[config.mk]
export PLATFORM = sky130hd
export DESIGN_NAME = axi_stream_strip_header_flat
export DESIGN_NICKNAME = d
export VERILOG_FILES = /design/src/rtl/axi_stream_pkg.sv /design/src/rtl/axi_stream_strip_header_if.sv /design/src/rtl/axi_stream_out_reg.sv /design/src/rtl/axi_stream_strip_header.sv /design/src/flat_wrapper.sv
export SDC_FILE = /design/constraint.sdc
export NUM_CORES = 1
export LEC_CHECK = 0
export CORE_AREA = 5 5 105 107
export DETAILED_ROUTE_END_ITERATION = 6
export DIE_AREA = 0 0 110 112
export PLACE_DENSITY_LB_ADDON = 0.08
export SYNTH_ARGS = -nofsm -noshare
export SYNTH_HDL_FRONTEND = slang
export SYNTH_SLANG_ARGS = --single-unit
[constraint.sdc]
create_clock -name clk -period 5.9 [get_ports clk]
set_clock_uncertainty 0.15 [all_clocks]
set_input_delay 1.475 -clock clk [delete_from_list [all_inputs] [get_ports clk]]
set_output_delay 1.475 -clock clk [all_outputs]
set_load 0.005 [all_outputs]
[src/rtl/axi_stream_pkg.sv]
// Shared types and helpers for the AXI Stream header insert/strip blocks.
package axi_stream_pkg;

    typedef enum logic [1:0] {StIdle, StFirst, StStream, StFlush} strip_state_e;

    localparam int unsigned ByteWd   = 8;
    localparam int unsigned MaxBytes = 64;

    // Length of the run of set bits starting at bit nbytes-1 and walking down.
    function automatic int unsigned keep_count(input logic [MaxBytes-1:0] keep,
                                               input int unsigned nbytes);
        logic [MaxBytes-1:0] k;
        logic                run;
        int unsigned         cnt;
        k   = keep << (MaxBytes - nbytes);
        run = 1'b1;
        cnt = 0;
        for (int unsigned i = 0; i < MaxBytes; i++) begin
            run = run && k[MaxBytes-1] && (i < nbytes);
            if (run) cnt++;
            k = k << 1;
        end
        return cnt;
    endfunction

    // cnt MSB-contiguous ones within the low nbytes bits.
    function automatic logic [MaxBytes-1:0] keep_from_count(input int unsigned cnt,
                                                            input int unsigned nbytes);
        logic [MaxBytes-1:0] k;
        k = '0;
        for (int unsigned i = 0; i < MaxBytes; i++) begin
            if (i < cnt) k = {1'b1, k[MaxBytes-1:1]};
        end
        return k >> (MaxBytes - nbytes);
    endfunction

endpackage

[src/rtl/axi_stream_strip_header_if.sv]
// Stream in/out and strip-count side channel of the header-strip block.
interface axi_stream_strip_header_if #(
    parameter int unsigned DATA_WD      = 32,
    parameter int unsigned DATA_BYTE_WD = DATA_WD / 8,
    parameter int unsigned BYTE_CNT_WD  = $clog2(DATA_BYTE_WD)
);
    logic                    valid_in;
    logic [DATA_WD-1:0]      data_in;
    logic [DATA_BYTE_WD-1:0] keep_in;
    logic                    last_in;
    logic                    ready_in;
    logic                    valid_out;
    logic [DATA_WD-1:0]      data_out;
    logic [DATA_BYTE_WD-1:0] keep_out;
    logic                    last_out;
    logic                    ready_out;
    logic                    valid_strip;
    logic [BYTE_CNT_WD-1:0]  byte_strip_cnt;
    logic                    ready_strip;

    modport slave (
        input  valid_in, data_in, keep_in, last_in, ready_out, valid_strip, byte_strip_cnt,
        output ready_in, valid_out, data_out, keep_out, last_out, ready_strip
    );

    modport master (
        output valid_in, data_in, keep_in, last_in, ready_out, valid_strip, byte_strip_cnt,
        input  ready_in, valid_out, data_out, keep_out, last_out, ready_strip
    );
endinterface

[src/rtl/axi_stream_out_reg.sv]
// Single registered output slice; holds its beat while the consumer stalls.
module axi_stream_out_reg #(
    parameter int unsigned DATA_WD      = 32,
    parameter int unsigned DATA_BYTE_WD = DATA_WD / 8
) (
    input  logic                    clk,
    input  logic                    rst_n,
    input  logic                    valid_i,
    input  logic [DATA_WD-1:0]      data_i,
    input  logic [DATA_BYTE_WD-1:0] keep_i,
    input  logic                    last_i,
    output logic                    ready_o,
    output logic                    valid_o,
    output logic [DATA_WD-1:0]      data_o,
    output logic [DATA_BYTE_WD-1:0] keep_o,
    output logic                    last_o,
    input  logic                    ready_i
);
    logic                    valid_q, valid_d;
    logic [DATA_WD-1:0]      data_q, data_d;
    logic [DATA_BYTE_WD-1:0] keep_q, keep_d;
    logic                    last_q, last_d;

    assign ready_o = !valid_q || ready_i;

    always_comb begin
        valid_d = valid_q;
        data_d  = data_q;
        keep_d  = keep_q;
        last_d  = last_q;
        if (ready_o) begin
            valid_d = valid_i;
            if (valid_i) begin
                data_d = data_i;
                keep_d = keep_i;
                last_d = last_i;
            end
        end
    end

    always_ff @(posedge clk) begin
        if (!rst_n) begin
            valid_q <= 1'b0;
            data_q  <= '0;
            keep_q  <= '0;
            last_q  <= 1'b0;
        end else begin
            valid_q <= valid_d;
            data_q  <= data_d;
            keep_q  <= keep_d;
            last_q  <= last_d;
        end
    end

    assign valid_o = valid_q;
    assign data_o  = data_q;
    assign keep_o  = keep_q;
    assign last_o  = last_q;
endmodule

[src/rtl/axi_stream_strip_header.sv]
// Removes a per-packet count of leading bytes from an AXI Stream packet and repacks
// the remaining payload into MSB-aligned beats.
module axi_stream_strip_header
    import axi_stream_pkg::*;
#(
    parameter int unsigned DATA_WD      = 32,
    parameter int unsigned DATA_BYTE_WD = DATA_WD / 8,
    parameter int unsigned BYTE_CNT_WD  = $clog2(DATA_BYTE_WD)
) (
    input logic                      clk,
    input logic                      rst_n,
    axi_stream_strip_header_if.slave bus
);
    localparam logic [BYTE_CNT_WD:0] ShiftFull = (BYTE_CNT_WD + 1)'(DATA_BYTE_WD);

    strip_state_e            state_q, state_d;
    logic [BYTE_CNT_WD-1:0]  strip_q, strip_d;
    logic [DATA_WD-1:0]      residue_q, residue_d;
    logic [DATA_BYTE_WD-1:0] res_keep_q, res_keep_d;

    logic [BYTE_CNT_WD:0]    shift;
    int unsigned             last_len;
    logic [DATA_WD-1:0]      head_src, head_data, stream_data;
    logic [DATA_BYTE_WD-1:0] head_ksrc, head_keep, stream_keep;
    logic                    out_free, in_fire;
    logic                    emit_valid, emit_last;
    logic [DATA_WD-1:0]      emit_data, emit_data_masked;
    logic [DATA_BYTE_WD-1:0] emit_keep;

    assign bus.ready_strip = (state_q == StIdle);
    assign bus.ready_in    = ((state_q == StFirst) || (state_q == StStream)) && out_free;
    assign in_fire         = bus.valid_in && bus.ready_in;

    // S=0 shifts by a whole beat so the stream window degenerates to data_in.
    always_comb begin
        shift       = (strip_q == '0) ? ShiftFull : {1'b0, strip_q};
        last_len    = keep_count(MaxBytes'(bus.keep_in), DATA_BYTE_WD);
        head_src    = (state_q == StFlush) ? residue_q  : bus.data_in;
        head_ksrc   = (state_q == StFlush) ? res_keep_q : bus.keep_in;
        stream_data = DATA_WD'(({residue_q, bus.data_in} << (ByteWd * 32'(shift))) >> DATA_WD);
        stream_keep = DATA_BYTE_WD'(({res_keep_q, bus.keep_in} << shift) >> DATA_BYTE_WD);
        head_data   = DATA_WD'(({head_src, {DATA_WD{1'b0}}} << (ByteWd * 32'(strip_q)))
                               >> DATA_WD);
        head_keep   = DATA_BYTE_WD'(({head_ksrc, {DATA_BYTE_WD{1'b0}}} << strip_q)
                                    >> DATA_BYTE_WD);
    end

    always_comb begin
        state_d    = state_q;
        strip_d    = strip_q;
        residue_d  = residue_q;
        res_keep_d = res_keep_q;
        emit_valid = 1'b0;
        emit_last  = 1'b0;
        emit_data  = head_data;
        emit_keep  = head_keep;
        unique case (state_q)
            StIdle: begin
                if (bus.valid_strip) begin
                    strip_d = bus.byte_strip_cnt;
                    state_d = StFirst;
                end
            end
            StFirst: begin
                if (in_fire) begin
                    residue_d  = bus.data_in;
                    res_keep_d = bus.keep_in;
                    if (!bus.last_in) begin
                        emit_valid = (strip_q == '0);
                        state_d    = StStream;
                    end else begin
                        emit_valid = (last_len > 32'(strip_q));
                        emit_last  = 1'b1;
                        state_d    = StIdle;
                    end
                end
            end
            StStream: begin
                if (in_fire) begin
                    residue_d  = bus.data_in;
                    res_keep_d = bus.keep_in;
                    emit_valid = 1'b1;
                    emit_data  = stream_data;
                    emit_keep  = stream_keep;
                    if (bus.last_in) begin
                        if (last_len <= 32'(shift)) begin
                            emit_last = 1'b1;
                            state_d   = StIdle;
                        end else begin
                            state_d = StFlush;
                        end
                    end
                end
            end
            StFlush: begin
                if (out_free) begin
                    emit_valid = 1'b1;
                    emit_last  = 1'b1;
                    state_d    = StIdle;
                end
            end
            default: state_d = StIdle;
        endcase
    end

    // Lanes without keep are forced to zero so input junk never leaks out.
    always_comb begin
        emit_data_masked = '0;
        for (int unsigned b = 0; b < DATA_BYTE_WD; b++) begin
            emit_data_masked[b*ByteWd +: ByteWd] = emit_data[b*ByteWd +: ByteWd]
                                                   & {ByteWd{emit_keep[b]}};
        end
    end

    always_ff @(posedge clk) begin
        if (!rst_n) begin
            state_q    <= StIdle;
            strip_q    <= '0;
            residue_q  <= '0;
            res_keep_q <= '0;
        end else begin
            state_q    <= state_d;
            strip_q    <= strip_d;
            residue_q  <= residue_d;
            res_keep_q <= res_keep_d;
        end
    end

    axi_stream_out_reg #(
        .DATA_WD     (DATA_WD),
        .DATA_BYTE_WD(DATA_BYTE_WD)
    ) u_out_reg (
        .clk    (clk),
        .rst_n  (rst_n),
        .valid_i(emit_valid),
        .data_i (emit_data_masked),
        .keep_i (emit_keep),
        .last_i (emit_last),
        .ready_o(out_free),
        .valid_o(bus.valid_out),
        .data_o (bus.data_out),
        .keep_o (bus.keep_out),
        .last_o (bus.last_out),
        .ready_i(bus.ready_out)
    );
endmodule

[src/flat_wrapper.sv]
// flat-port wrapper written by rule: the top's interface ports become plain ports
module axi_stream_strip_header_flat import axi_stream_pkg::*;
#(
    parameter int unsigned DATA_WD      = 32,
    parameter int unsigned DATA_BYTE_WD = DATA_WD / 8,
    parameter int unsigned BYTE_CNT_WD  = $clog2(DATA_BYTE_WD)
)
  (clk, rst_n, bus_valid_in, bus_data_in, bus_keep_in, bus_last_in, bus_ready_out, bus_valid_strip, bus_byte_strip_cnt, bus_ready_in, bus_valid_out, bus_data_out, bus_keep_out, bus_last_out, bus_ready_strip);
  axi_stream_strip_header_if #(.DATA_WD(DATA_WD), .DATA_BYTE_WD(DATA_BYTE_WD), .BYTE_CNT_WD(BYTE_CNT_WD)) bus_i ();
  input logic clk;
  input logic rst_n;
  input wire logic [$bits(bus_i.valid_in)-1:0] bus_valid_in;
  input wire logic [$bits(bus_i.data_in)-1:0] bus_data_in;
  input wire logic [$bits(bus_i.keep_in)-1:0] bus_keep_in;
  input wire logic [$bits(bus_i.last_in)-1:0] bus_last_in;
  input wire logic [$bits(bus_i.ready_out)-1:0] bus_ready_out;
  input wire logic [$bits(bus_i.valid_strip)-1:0] bus_valid_strip;
  input wire logic [$bits(bus_i.byte_strip_cnt)-1:0] bus_byte_strip_cnt;
  output wire logic [$bits(bus_i.ready_in)-1:0] bus_ready_in;
  output wire logic [$bits(bus_i.valid_out)-1:0] bus_valid_out;
  output wire logic [$bits(bus_i.data_out)-1:0] bus_data_out;
  output wire logic [$bits(bus_i.keep_out)-1:0] bus_keep_out;
  output wire logic [$bits(bus_i.last_out)-1:0] bus_last_out;
  output wire logic [$bits(bus_i.ready_strip)-1:0] bus_ready_strip;
  assign bus_i.valid_in = bus_valid_in;
  assign bus_i.data_in = bus_data_in;
  assign bus_i.keep_in = bus_keep_in;
  assign bus_i.last_in = bus_last_in;
  assign bus_i.ready_out = bus_ready_out;
  assign bus_i.valid_strip = bus_valid_strip;
  assign bus_i.byte_strip_cnt = bus_byte_strip_cnt;
  assign bus_ready_in = bus_i.ready_in;
  assign bus_valid_out = bus_i.valid_out;
  assign bus_data_out = bus_i.data_out;
  assign bus_keep_out = bus_i.keep_out;
  assign bus_last_out = bus_i.last_out;
  assign bus_ready_strip = bus_i.ready_strip;
  axi_stream_strip_header #(.DATA_WD(DATA_WD), .DATA_BYTE_WD(DATA_BYTE_WD), .BYTE_CNT_WD(BYTE_CNT_WD)) u_core (.clk(clk), .rst_n(rst_n), .bus(bus_i));
endmodule
# After elaboration in Yosys (flattened, before gate mapping)

Cells that the tools add are included.

Equality and inequality tests: 8
Reduce and logical (&&, ||, !) cells: 15
Bitwise logic cells: 4
Magnitude comparators: 2
$add $sub $neg: 3
Shift operators: 4
Muxes and demuxes: 30

Operators by type and width:

| kind                  | count |
|---|---|
| $mux 32               | 6 |
| $add 32x1->32 const B | 3 |
| $shl 64x5->64         | 1 |
| $shl 64x6->64         | 1 |
| $and 8x8->8           | 4 |
| $gt 32x2->1           | 1 |
| $le 32x3->1           | 1 |
| $mux 2                | 7 |
| $mux 4                | 3 |
| $mux 1                | 10 |
| $pmux 2 s4            | 1 |
| $shl 8x2->8           | 1 |
| $shl 8x3->8           | 1 |
| $ne 2x1->1 const B    | 3 |
| $pmux 1 s3            | 2 |
| $reduce_and 2->1      | 3 |
| $logic_and 1x1->1     | 5 |
| $reduce_and 5->1      | 1 |
| $eq 2x2->1 const B    | 2 |
| $logic_not 2->1       | 2 |
| $ne 2x2->1 const B    | 2 |
| $mux 3                | 1 |
| $eq 2x1->1 const B    | 1 |
| $logic_or 1x1->1      | 2 |
| other kinds (2)       | 2 |

Flip-flop bits (word level): 78
Input port bits: 44
Output and inout bits: 40
Logic and storage cells: 74

# Depth between registers and ports, before layout

Word-level depth: 12
Depth in mapped cells: 14
Depth with buffers taken out: 12

# By module

Synthesis repeated with hierarchy kept, for this count alone.

Cell total of the unflattened synthesis: 628
Area total of the unflattened synthesis: 5,644.2 µm²

By module, submodules not included:

| module                  | area an instance (µm²) | sequential area each (µm²) | times used | cells an instance |
|---|---|---|---|---|
| axi_stream_strip_header | 4,086.4                | 800.8                      | 1          | 463 |
| axi_stream_out_reg      | 1,557.7                | 760.7                      | 1          | 165 |

# Least setup slack after synthesis

OpenSTA, ideal clock, no wires.

Path kind: input port to flip-flop
Start: input port bus_keep_in[1]
End: register u_core.u_out_reg.data_q[0] (netlist: u_core.u_out_reg.data_o[0])
Path slack: 1.964 ns
Arrival time: 3.670 ns
Buffers on the path: 2
Setup time: 0.116 ns
Data required time: 5.634 ns
Stages on the path: 13
Cell sequence: inv_1 a21boi_0 ha_1 inv_1 a31oi_1 ha_1 nor2b_1 a2bb2oi_1 or3_4 a41o_1 buf_4 buf_2 o211a_1

Longest elaborated chain between the ends: 9
Elaborated cells between the ends (all ways): 16
Classes of those cells: add/sub: 1; order compare: 1; shift: 2; mux: 8; bitwise: 1; reduce/logical: 3

Ends and longest elaborated chain:

| item                       | line                          | source |
|---|---|---|
| start: declaration         | flat_wrapper.sv:14            | `input wire logic [$bits(bus_i.keep_in)-1:0] bus_keep_in;` |
| $logic_and 1x1->1          | axi_stream_pkg.sv:19          | `run = run && k[MaxBytes-1] && (i < nbytes);` |
| $mux 32                    | axi_stream_pkg.sv:20          | `if (run) cnt++;` |
| $add 32x1->32              | axi_stream_pkg.sv:20          |  |
| $mux 32                    | axi_stream_pkg.sv:20          |  |
| $gt 32x2->1                | axi_stream_strip_header.sv:72 | `emit_valid = (last_len > 32'(strip_q));` |
| $mux 1                     | axi_stream_strip_header.sv:68 | `if (!bus.last_in) begin` |
| $mux 1                     | axi_stream_strip_header.sv:65 | `if (in_fire) begin` |
| $pmux 1 s3                 | axi_stream_strip_header.sv:57 | `unique case (state_q)` |
| $reduce_and 2->1 (no line) | --                            |  |
| end signal: assignment     | axi_stream_out_reg.sv:49      | `data_q <= data_d;` |
| end: declaration           | axi_stream_out_reg.sv:20      | `logic [DATA_WD-1:0] data_q, data_d;` |

Several ways; a longest one is shown, not always the timed one.
A chain may end at the register's enable or synchronous reset.

# Worst setup path after layout

Start: input port bus_keep_in[3]
End: register u_core.u_out_reg.data_q[14] (netlist: u_core.u_out_reg.data_o[14])

Longest elaborated chain between the ends: 12
Elaborated cells between the ends (all ways): 21
Classes of those cells: add/sub: 3; order compare: 1; shift: 2; mux: 10; bitwise: 1; reduce/logical: 4

Ends and longest elaborated chain:

| item                       | line |
|---|---|
| $mux 1                     | axi_stream_pkg.sv:20 |
| $add 32x1->32              | axi_stream_pkg.sv:20 |
| $mux 32                    | axi_stream_pkg.sv:20 |
| $add 32x1->32              | axi_stream_pkg.sv:20 |
| $mux 32                    | axi_stream_pkg.sv:20 |
| $add 32x1->32              | axi_stream_pkg.sv:20 |
| $mux 32                    | axi_stream_pkg.sv:20 |
| $gt 32x2->1                | axi_stream_strip_header.sv:72 |
| $mux 1                     | axi_stream_strip_header.sv:68 |
| $mux 1                     | axi_stream_strip_header.sv:65 |
| $pmux 1 s3                 | axi_stream_strip_header.sv:57 |
| $reduce_and 2->1 (no line) | -- |

Several ways; a longest one is shown, not always the timed one.

==> reports/results.ini <==
[clocking]
post-cts-setup-buffers=0
cts-buffers-inserted=9
clock-sinks=78
cts_hold_buf=0
cts_tree=done
cts_resized=0
cts_buffer_depth=2
h-tree-depth=3
cts.clk_slew.worst_paths_ps=70
clock_latency_ps=360
clockRootBuffer=clkbuf_8

[drt]
vias=4796
initialDrtViolationCount=446
drc=0
drt-wirelength-per-cell_um=19.0
postRouteAntennaNets=0
routed_wl_mm=14.9
drtPass1Iterations=5
via_per_inst=6.11

[job]
cap_violations=0

[final_layout]
antenna_cells=0
num-nets-final=700
fin_util_pct=62.8
final_common_cell=nand2_1
area_growth_pct=17.2
layout-drive-gt1-share_pct=14.3
final_cell_mix=nand2_1 (111), clkdlybuf4s50_1 (82), dfxtp_1 (76)
fillers=902

[global_route]
grt_pass1_vias=4598
track_usage_pct=24.8
antenna_found_initial=0
grt_first_pass_wirelength_mm=24.3
overflow=0
grt_max_degree=74

[floorplanning]
die_x_um=110
row_count=37
start_util_pct=53.6
die_area_sq_um=12300
ioPinCount=84
dieHeight_um=112
core_sq_um=10000

[synthesis]
synth_top_area_share_pct=29.0
ys_warn_count=0
syn_nets=653
ys_types=50
syn_avg_cell_area_sq_um=8.98
async_flop_share_pct=0
ys.flop_type=dfxtp_1
ys_ff_latch=78
synth_area_leaders=dfxtp_1 (29%), mux4_2 (14%), nand2_1 (7.7%)
synth_cells=599
synth_edf_count=0
yosysSeqAreaShare_pct=29.0
synth_area_sq_um=5380
yosys.area.top_type=dfxtp_1

[setup_path]
cp-end-kind=register
cp.arrival_ps=4780
path_class=primary input to register
worst_r2r_path_depth=9
r2r_end=u_core.u_out_reg.data_o[14]$_SDFFE_PN0P_
r2r-start=u_core.strip_q[1]$_SDFFE_PN0P_
required_ps=5990
cp-start-kind=primary input
critical_path.max_fanout=26
reg2reg_slack_ps=2390

[place]
place.gp.congestion=0.819
io_buffers=83
hpwl_mm=10.3

[hold_path]
hold_class=register to register
holdPathStages=2
min_from=u_core.u_out_reg.data_o[28]$_SDFFE_PN0P_
hold_end=u_core.u_out_reg.data_o[28]$_SDFFE_PN0P_

[timing]
fmax_ghz=0.213
setup_viol=0
fin_crit_ps=4690
tns_ps=0
rsz0062_at_grt=no
tightest_slew_ps=887
slew_headroom_pct=40.8
drv_slew=0
period_share_pct=79.4
hold_violations=0

[outcome]
status=completed

[power]
p_leak_nw=2.20
power_density_nw_per_um2=240
peakVddDrop_mv=0.129

worst max-delay path: stages:
cell and delay [ps]:
clkdlybuf4s50_1 660, a21boi_0 250, ha_1 260, inv_1 60, a31oi_1 110, ha_1 320
nor2b_1 140, a2bb2oi_1 120, or3_4 350, a41oi_4 670, nor3_1 150, o21a_1 210
metal layers:
layer | vias to the layer above | GRT usage, % | wire length, um
met1 | 2295 | 38.0 | 7110
met5 | - | 0 | 0
met2 | 205 | 36.0 | 6420
met3 | 13 | 3.94 | 1190
li1 | 2283 | - | -
met4 | 0 | 6.57 | 168
cells in the mapped netlist (4+ instances only):
master and count:
mux2_2 20, mux4_2 34, mux2i_1 27, nand2b_1 6, ha_1 10, buf_6 4, nor2b_1 4, clkbuf_1 20
inv_1 16, and2_1 14, buf_1 6, o22ai_1 5, nand3b_1 5, a21oi_1 19, nor2_1 8, nand3_1 31
nand2_1 111, buf_2 16, nor3_1 4, buf_4 8, dfxtp_1 78, o211a_1 14, a21boi_0 41, o211ai_1 7
o21ai_1 15, o221ai_1 13, o21a_1 5, o21ai_0 28
through the flow:
stage / cells / cell area (sq um) / worst slack (ps) / power, W / hold WS (ps)
floorplan: 599 / 5380 / 1960 / 0.000995 / 290
global placement: 771 / 6140 / 1030 / 0.00114 / 293
detailed placement: 771 / 6140 / 855 / 0.00116 / 303
CTS: 785 / 6310 / 1210 / 0.00151 / 314
global route: 785 / 6310 / 1000 / 0.00160 / 334
finish: 785 / 6310 / 1210 / 0.00151 / 309
worst max path at each step:
stage                         from                                        to  slack (ps)
floorplan           bus_keep_in[1]   u_core.u_out_reg.data_o[0]$_SDFFE_PN0P_        1960
global placement    bus_keep_in[3]  u_core.u_out_reg.data_o[14]$_SDFFE_PN0P_        1030
detailed placement  bus_keep_in[3]  u_core.u_out_reg.data_o[14]$_SDFFE_PN0P_         850
CTS                 bus_keep_in[3]  u_core.u_out_reg.data_o[14]$_SDFFE_PN0P_        1210
global route        bus_keep_in[3]   u_core.u_out_reg.keep_o[2]$_SDFFE_PN0P_        1000
finish              bus_keep_in[3]  u_core.u_out_reg.data_o[14]$_SDFFE_PN0P_        1210
cell type report:
type | instances | area [sq um] | area share [%]
Multi-Input combinational cell | 450 | 3460 | 54.9
Inverter | 16 | 60.1 | 0.952
Sequential cell | 78 | 1560 | 24.8
Clock buffer | 10 | 138 | 2.18
Tap cell | 136 | 170 | 2.70
Timing Repair Buffer | 91 | 886 | 14.0
Clock inverter | 4 | 25.0 | 0.397
where the power goes:
group | switching [W] | internal (W)
clock network | 0.000201 | 0.000158
logic | 0.000304 | 0.000242
registers | 0.0000357 | 0.000572
logic make-up (layout without fill, tap and decap cells):
kind of cell	count (synthesis)	after routing	synth area share, %
AOI/OAI and AO/OA	167	167	22.1
adders and majority gates	10	10	2.33
buffers and inverters	71	121	6.65
DFF	78	78	29.0
muxes	81	81	23.4
and+or+nand+nor	192	192	16.4
sequential cells by signal, summed over array words and instances (netlist names):
signal	flops
u_core.u_out_reg.last_o	1
u_core.u_out_reg.keep_o	4
u_core.u_out_reg.valid_o	1
u_core.strip_q	2
u_core.residue_q	32
u_core.res_keep_q	4
u_core.state_q	2
u_core.u_out_reg.data_o	32
Note: power is estimated with default switching activity, not from simulation.
==> variant 1: new RTL, same settings <==
Set the package constant `ByteWd` to 12 (it was 8).
--- a/src/rtl/axi_stream_pkg.sv
+++ b/src/rtl/axi_stream_pkg.sv
@@ -5,3 +5,3 @@
 
-    localparam int unsigned ByteWd   = 8;
+    localparam int unsigned ByteWd   = 12;
     localparam int unsigned MaxBytes = 64;
Function: changed (a bounded check fails within 4 cycles, from zero or initial values and one cycle with rst_n low).
==> variant 1 against the unedited design <==
  * Synthesized cell count grew 32%
  * Setup slack worse by 0.17 ns
  * Synthesized area increased by 28%
  * Sequential cell count did not move
  * Register-to-register slack got worse by 1.1 ns
  * Routed wire length up 67%
  * Non-clock buffer count up 6
  * Total power increased by 32%
  * Design area increased by 24%
  * Critical path type unchanged
  * Largest cell class unchanged
==> variant 1: results (changes against the unedited design) <==
{
  "cpMaxStageDelayCell": {"value": "sky130_fd_sc_hd__o211ai_1", "change": "was sky130_fd_sc_hd__a41oi_4"},
  "wl_met2": {"value": 11600, "unit": "um", "change": "was 6420 um"},
  "clk_transition_reported_paths": {"value": 0.09, "unit": "ns", "change": "was 0.07 ns"},
  "met1_usage": {"value": 46.8, "unit": "%", "change": "was 38.0%"},
  "hold_ws": {"value": 0.314, "unit": "ns", "change": "was 0.309 ns"},
  "power_sequential": {"value": 0.647, "unit": "mW", "change": "was 0.607 mW"},
  "final-instance-count-excl-fill": {"value": 971, "change": "was 785"},
  "ir_drop": {"value": 0.000256, "unit": "V", "change": "was 0.000129 V"},
  "result_of_the_run": {"value": "complete, no violations", "change": "unchanged"},
  "final-seq-area": {"value": 0.00157, "unit": "mm2", "change": "was 0.00156 mm2"},
  "met3_wirelength": {"value": 2380, "unit": "um", "change": "was 1190 um"},
  "hpwlAfterDp": {"value": 17300, "unit": "um", "change": "was 10300 um"},
  "postSynthCellCount": {"value": 790, "change": "was 599"},
  "finalInstanceArea": {"value": 0.00783, "unit": "mm2", "change": "was 0.00631 mm2"},
  "gp_congestion": {"value": 1.05, "change": "was 0.819"},
  "layout.sequential_cells": {"value": 78, "change": "unchanged"},
  "switching_share": {"value": 43.6, "unit": "%", "change": "was 35.7%"},
  "first_iter_violations": {"value": 1120, "change": "was 446"},
  "layout.non_clock_inverters": {"value": 13, "change": "was 16"},
  "detail_route.wl_per_cell": {"value": 25.5, "unit": "um", "change": "was 19.0 um"},
  "fraction_of_the_mapped_netlist_area_in_compound_gates": {"value": 25.1, "unit": "%", "change": "was 22.1%"},
  "synth_seq_area_share": {"value": 22.7, "unit": "%", "change": "was 29.0%"},
  "reg2reg_slack": {"value": 1.32, "unit": "ns", "change": "was 2.39 ns"},
  "globalRouteTotalUtil": {"value": 40.6, "unit": "%", "change": "was 24.8%"},
  "vias": {"value": 7358, "change": "was 4796"},
  "adder_cell_share_of_the_synthesized_area": {"value": 2.73, "unit": "%", "change": "was 2.33%"},
  "synth_xor_xnor_area_share": {"value": 0.364, "unit": "%", "change": "was 0%"},
  "dpl_cell_area": {"value": 0.00766, "unit": "mm2", "change": "was 0.00614 mm2"},
  "mapped_nets": {"value": 849, "change": "was 653"},
  "worstHoldStart": {"value": "u_core.residue_q[31]", "change": "was u_core.u_out_reg.data_o[28]"}
}
## variant 1: changes by cell type in the layout (fill, tap and decap cells not counted), sizes merged, moves of 11 or more
cell,delta
a211o,+17
a211oi,+11
a21boi,-41
a21oi,+36
a22oi,+12
mux2i,+57
nand2,-23
nor2,+38
nor3,+26
o211a,-13
o21ai,-21
o221ai,-13
o2bb2ai,+30
## variant 1: how the worst max path moves through the flow
stage | start | to | slack, ns | depth (start not counted)
floorplan | bus_keep_in[2] | u_core.u_out_reg.data_o[17] | 2.05 | 10
global placement | bus_keep_in[1] | u_core.u_out_reg.data_o[23] | 1.06 | 11
detailed placement | bus_keep_in[1] | u_core.u_out_reg.data_o[14] | 0.74 | 11
CTS | bus_keep_in[1] | u_core.u_out_reg.data_o[3] | 1.11 | 11
global route | bus_keep_in[1] | u_core.u_out_reg.data_o[3] | 0.83 | 11
finish | bus_keep_in[1] | u_core.u_out_reg.data_o[3] | 1.04 | 11
==> variant 2: new RTL, same settings <==
Without the edit above. Make the reset (`rst_n`) asynchronous in 2 clocked blocks.
--- a/src/rtl/axi_stream_out_reg.sv
+++ b/src/rtl/axi_stream_out_reg.sv
@@ -40,3 +40,3 @@
 
-    always_ff @(posedge clk) begin
+    always_ff @(posedge clk or negedge rst_n) begin
         if (!rst_n) begin
--- a/src/rtl/axi_stream_strip_header.sv
+++ b/src/rtl/axi_stream_strip_header.sv
@@ -114,3 +114,3 @@
 
-    always_ff @(posedge clk) begin
+    always_ff @(posedge clk or negedge rst_n) begin
         if (!rst_n) begin
Check against the original RTL: differs if rst_n is asserted again (counterexample within 4 cycles, from zero or initial values and one cycle with rst_n low); with rst_n held inactive, the same outputs for 4 cycles.
==> variant 2 against the unedited design <==
  * Utilization rose by 2.3 points
  * Non-clock buffer count increased by 1
  * Sequential cell count stayed put
  * Setup slack better by 0.042 ns
  * Synthesized area grew 1.6%
  * Routed wire length fell by 7.9%
  * Design area increased by 3.6%
Power is not compared: it rests on default switching activity, and its combinational part moved more than twofold at a synthesized area within 25%.
==> variant 2: results (changes against the unedited design) <==
{
  "netlist_top_cells_count": {"value": "78 x sky130_fd_sc_hd__dfrtp_1, 67 x sky130_fd_sc_hd__mux2_2, 47 x sky130_fd_sc_hd__mux4_2", "change": "was 111 x sky130_fd_sc_hd__nand2_1, 78 x sky130_fd_sc_hd__dfxtp_1, 41 x sky130_fd_sc_hd__a21boi_0"},
  "result_of_the_run": {"value": "complete, no violations", "change": "unchanged"},
  "first_iter_violations": {"value": 333, "change": "was 446"},
  "yosys.cell_types.count": {"value": 38, "change": "was 50"},
  "number_of_global_route_vias_before_repair": {"value": 4118, "change": "was 4598"},
  "count_of_buffers_added_by_post_cts_timing_repair_for_setup": {"value": 0, "change": "unchanged"},
  "globalRouteTotalUtil": {"value": 23.7, "unit": "%", "change": "was 24.8%"},
  "synth.avg_cell_area": {"value": 12.1, "unit": "um2", "change": "was 8.98 um2"},
  "clock.fmax": {"value": 215, "unit": "MHz", "change": "was 213 MHz"},
  "path_max_fanout": {"value": 38, "change": "was 26"},
  "vias": {"value": 4154, "change": "was 4796"},
  "final-instance-count-excl-fill": {"value": 653, "change": "was 785"},
  "synth_seq_area_share": {"value": 35.7, "unit": "%", "change": "was 29.0%"},
  "worstRegToRegCells": {"value": 8, "change": "was 9"},
  "mapped_nets": {"value": 507, "change": "was 653"},
  "detail_route.wl_per_cell": {"value": 21.0, "unit": "um", "change": "was 19.0 um"},
  "post-place-cells": {"value": 637, "change": "was 771"},
  "net_total_in_the_final_layout": {"value": 566, "change": "was 700"},
  "synthFlopType": {"value": "sky130_fd_sc_hd__dfrtp_1", "change": "was sky130_fd_sc_hd__dfxtp_1"},
  "slew_headroom": {"value": 24.9, "unit": "%", "change": "was 40.8%"},
  "reg2reg_slack": {"value": 2.61, "unit": "ns", "change": "was 2.39 ns"},
  "ys_top_cells_by_area": {"value": "sky130_fd_sc_hd__dfrtp_1 36%, sky130_fd_sc_hd__mux4_2 19%, sky130_fd_sc_hd__mux2_2 14%, sky130_fd_sc_hd__o2bb2ai_1 3.8%, sky130_fd_sc_hd__mux2i_1 3.3%", "change": "was sky130_fd_sc_hd__dfxtp_1 29%, sky130_fd_sc_hd__mux4_2 14%, sky130_fd_sc_hd__nand2_1 7.7%, sky130_fd_sc_hd__a21boi_0 5.7%, sky130_fd_sc_hd__mux2i_1 5.0%"},
  "adder_cell_share_of_the_synthesized_area": {"value": 2.29, "unit": "%", "change": "was 2.33%"},
  "synthMuxAreaShare": {"value": 36.5, "unit": "%", "change": "was 23.4%"},
  "min_delay_path_depth": {"value": 1, "change": "was 2"},
  "first_pass_grt_wire_length": {"value": 22900, "unit": "um", "change": "was 24300 um"},
  "gp_congestion": {"value": 0.846, "change": "was 0.819"},
  "final_layout_size_suffix_gt1_share": {"value": 28.2, "unit": "%", "change": "was 14.3%"},
  "timing.critical_path.arrival": {"value": 4.74, "unit": "ns", "change": "was 4.78 ns"}
}
==> variant 2: cell types whose count changed after synthesis, sizes merged, moves of 10 or more <==
cell and delta:
nand2 -77, o2bb2ai +24, o21ai -33, dfxtp -78, nor2b +10, mux2 +47
nand3 -18, a21boi -41, o211a -14, dfrtp +78, mux4 +13
==> variant 2: critical path, stage by stage <==
cell                              delay [ns]
sky130_fd_sc_hd__clkdlybuf4s50_1        0.60
sky130_fd_sc_hd__inv_1                  0.08
sky130_fd_sc_hd__a21boi_0               0.21
sky130_fd_sc_hd__ha_1                   0.26
sky130_fd_sc_hd__inv_1                  0.05
sky130_fd_sc_hd__a31oi_1                0.11
sky130_fd_sc_hd__ha_1                   0.31
sky130_fd_sc_hd__nor2b_1                0.14
sky130_fd_sc_hd__a2bb2oi_1              0.12
sky130_fd_sc_hd__o31a_1                 0.43
sky130_fd_sc_hd__nor2_2                 0.16
sky130_fd_sc_hd__buf_4                  0.39
sky130_fd_sc_hd__mux2_2                 0.39
==> variant 2: path summary, 6_finish.rpt <==
check	startpoint	end
setup / recovery	bus_keep_in[1]	u_core.u_out_reg.data_o[1]
hold / removal	u_core.u_out_reg.data_o[22]	u_core.u_out_reg.data_o[22]
setup reg to reg	u_core.strip_q[1]	u_core.u_out_reg.data_o[1]
hold reg to reg	u_core.u_out_reg.data_o[22]	u_core.u_out_reg.data_o[22]
max in group asynchronous	rst_n	u_core.strip_q[0]
min in group asynchronous	rst_n	u_core.state_q[1]
==> variant 2: cell type report <==
cell class,count,area [um2]
fillers,798,3510
multi-input cells,319,3270
flip-flops and latches,78,1960
repair buffers,92,896
well taps,136,170
clock buffers,9,124
clock inverters,7,73.8
inverters,12,45.0
==> variant 2: cell families after synthesis <==
group / Yosys count
muxes: 132
adders and majority gates: 10
DFF: 78
AOI/OAI and AO/OA: 99
and+or+nand+nor: 78
buffers and inverters: 56
==> variant 2: power groups by stage <==
stage,clock (mW),combinational (mW),sequential (mW)
global route,0.444,2.14,0.999
CTS,0.418,1.96,0.960
global placement,0,1.92,0.957
detailed placement,0,1.96,0.969
floorplan,0,1.45,0.910
finish,0.408,1.96,0.964
==> variant 2: layer usage <==
layer  share of wire, %  global-route usage [%]
met1                 49                    39.3
met5                  0                       0
met3                7.4                    4.41
met4                1.6                    6.82
met2                 42                    31.3
==> variant 2: stage by stage <==
| stage | hold slack [ns] | util [%] | total power, mW | instance area (um2) |
|---|---|---|---|---|
| 2_1_floorplan | 0.322 | - | 2.36 | 5470 |
| 3_3_place_gp | 0.326 | 63.1 | 2.88 | 6340 |
| 3_5_place_dp | 0.324 | 63.1 | 2.92 | 6340 |
| 4_1_cts | 0.347 | 65.0 | 3.34 | 6530 |
| 5_1_grt | 0.363 | 65.0 | 3.58 | 6530 |
| 6_report | 0.345 | 65.0 | 3.33 | 6530 |
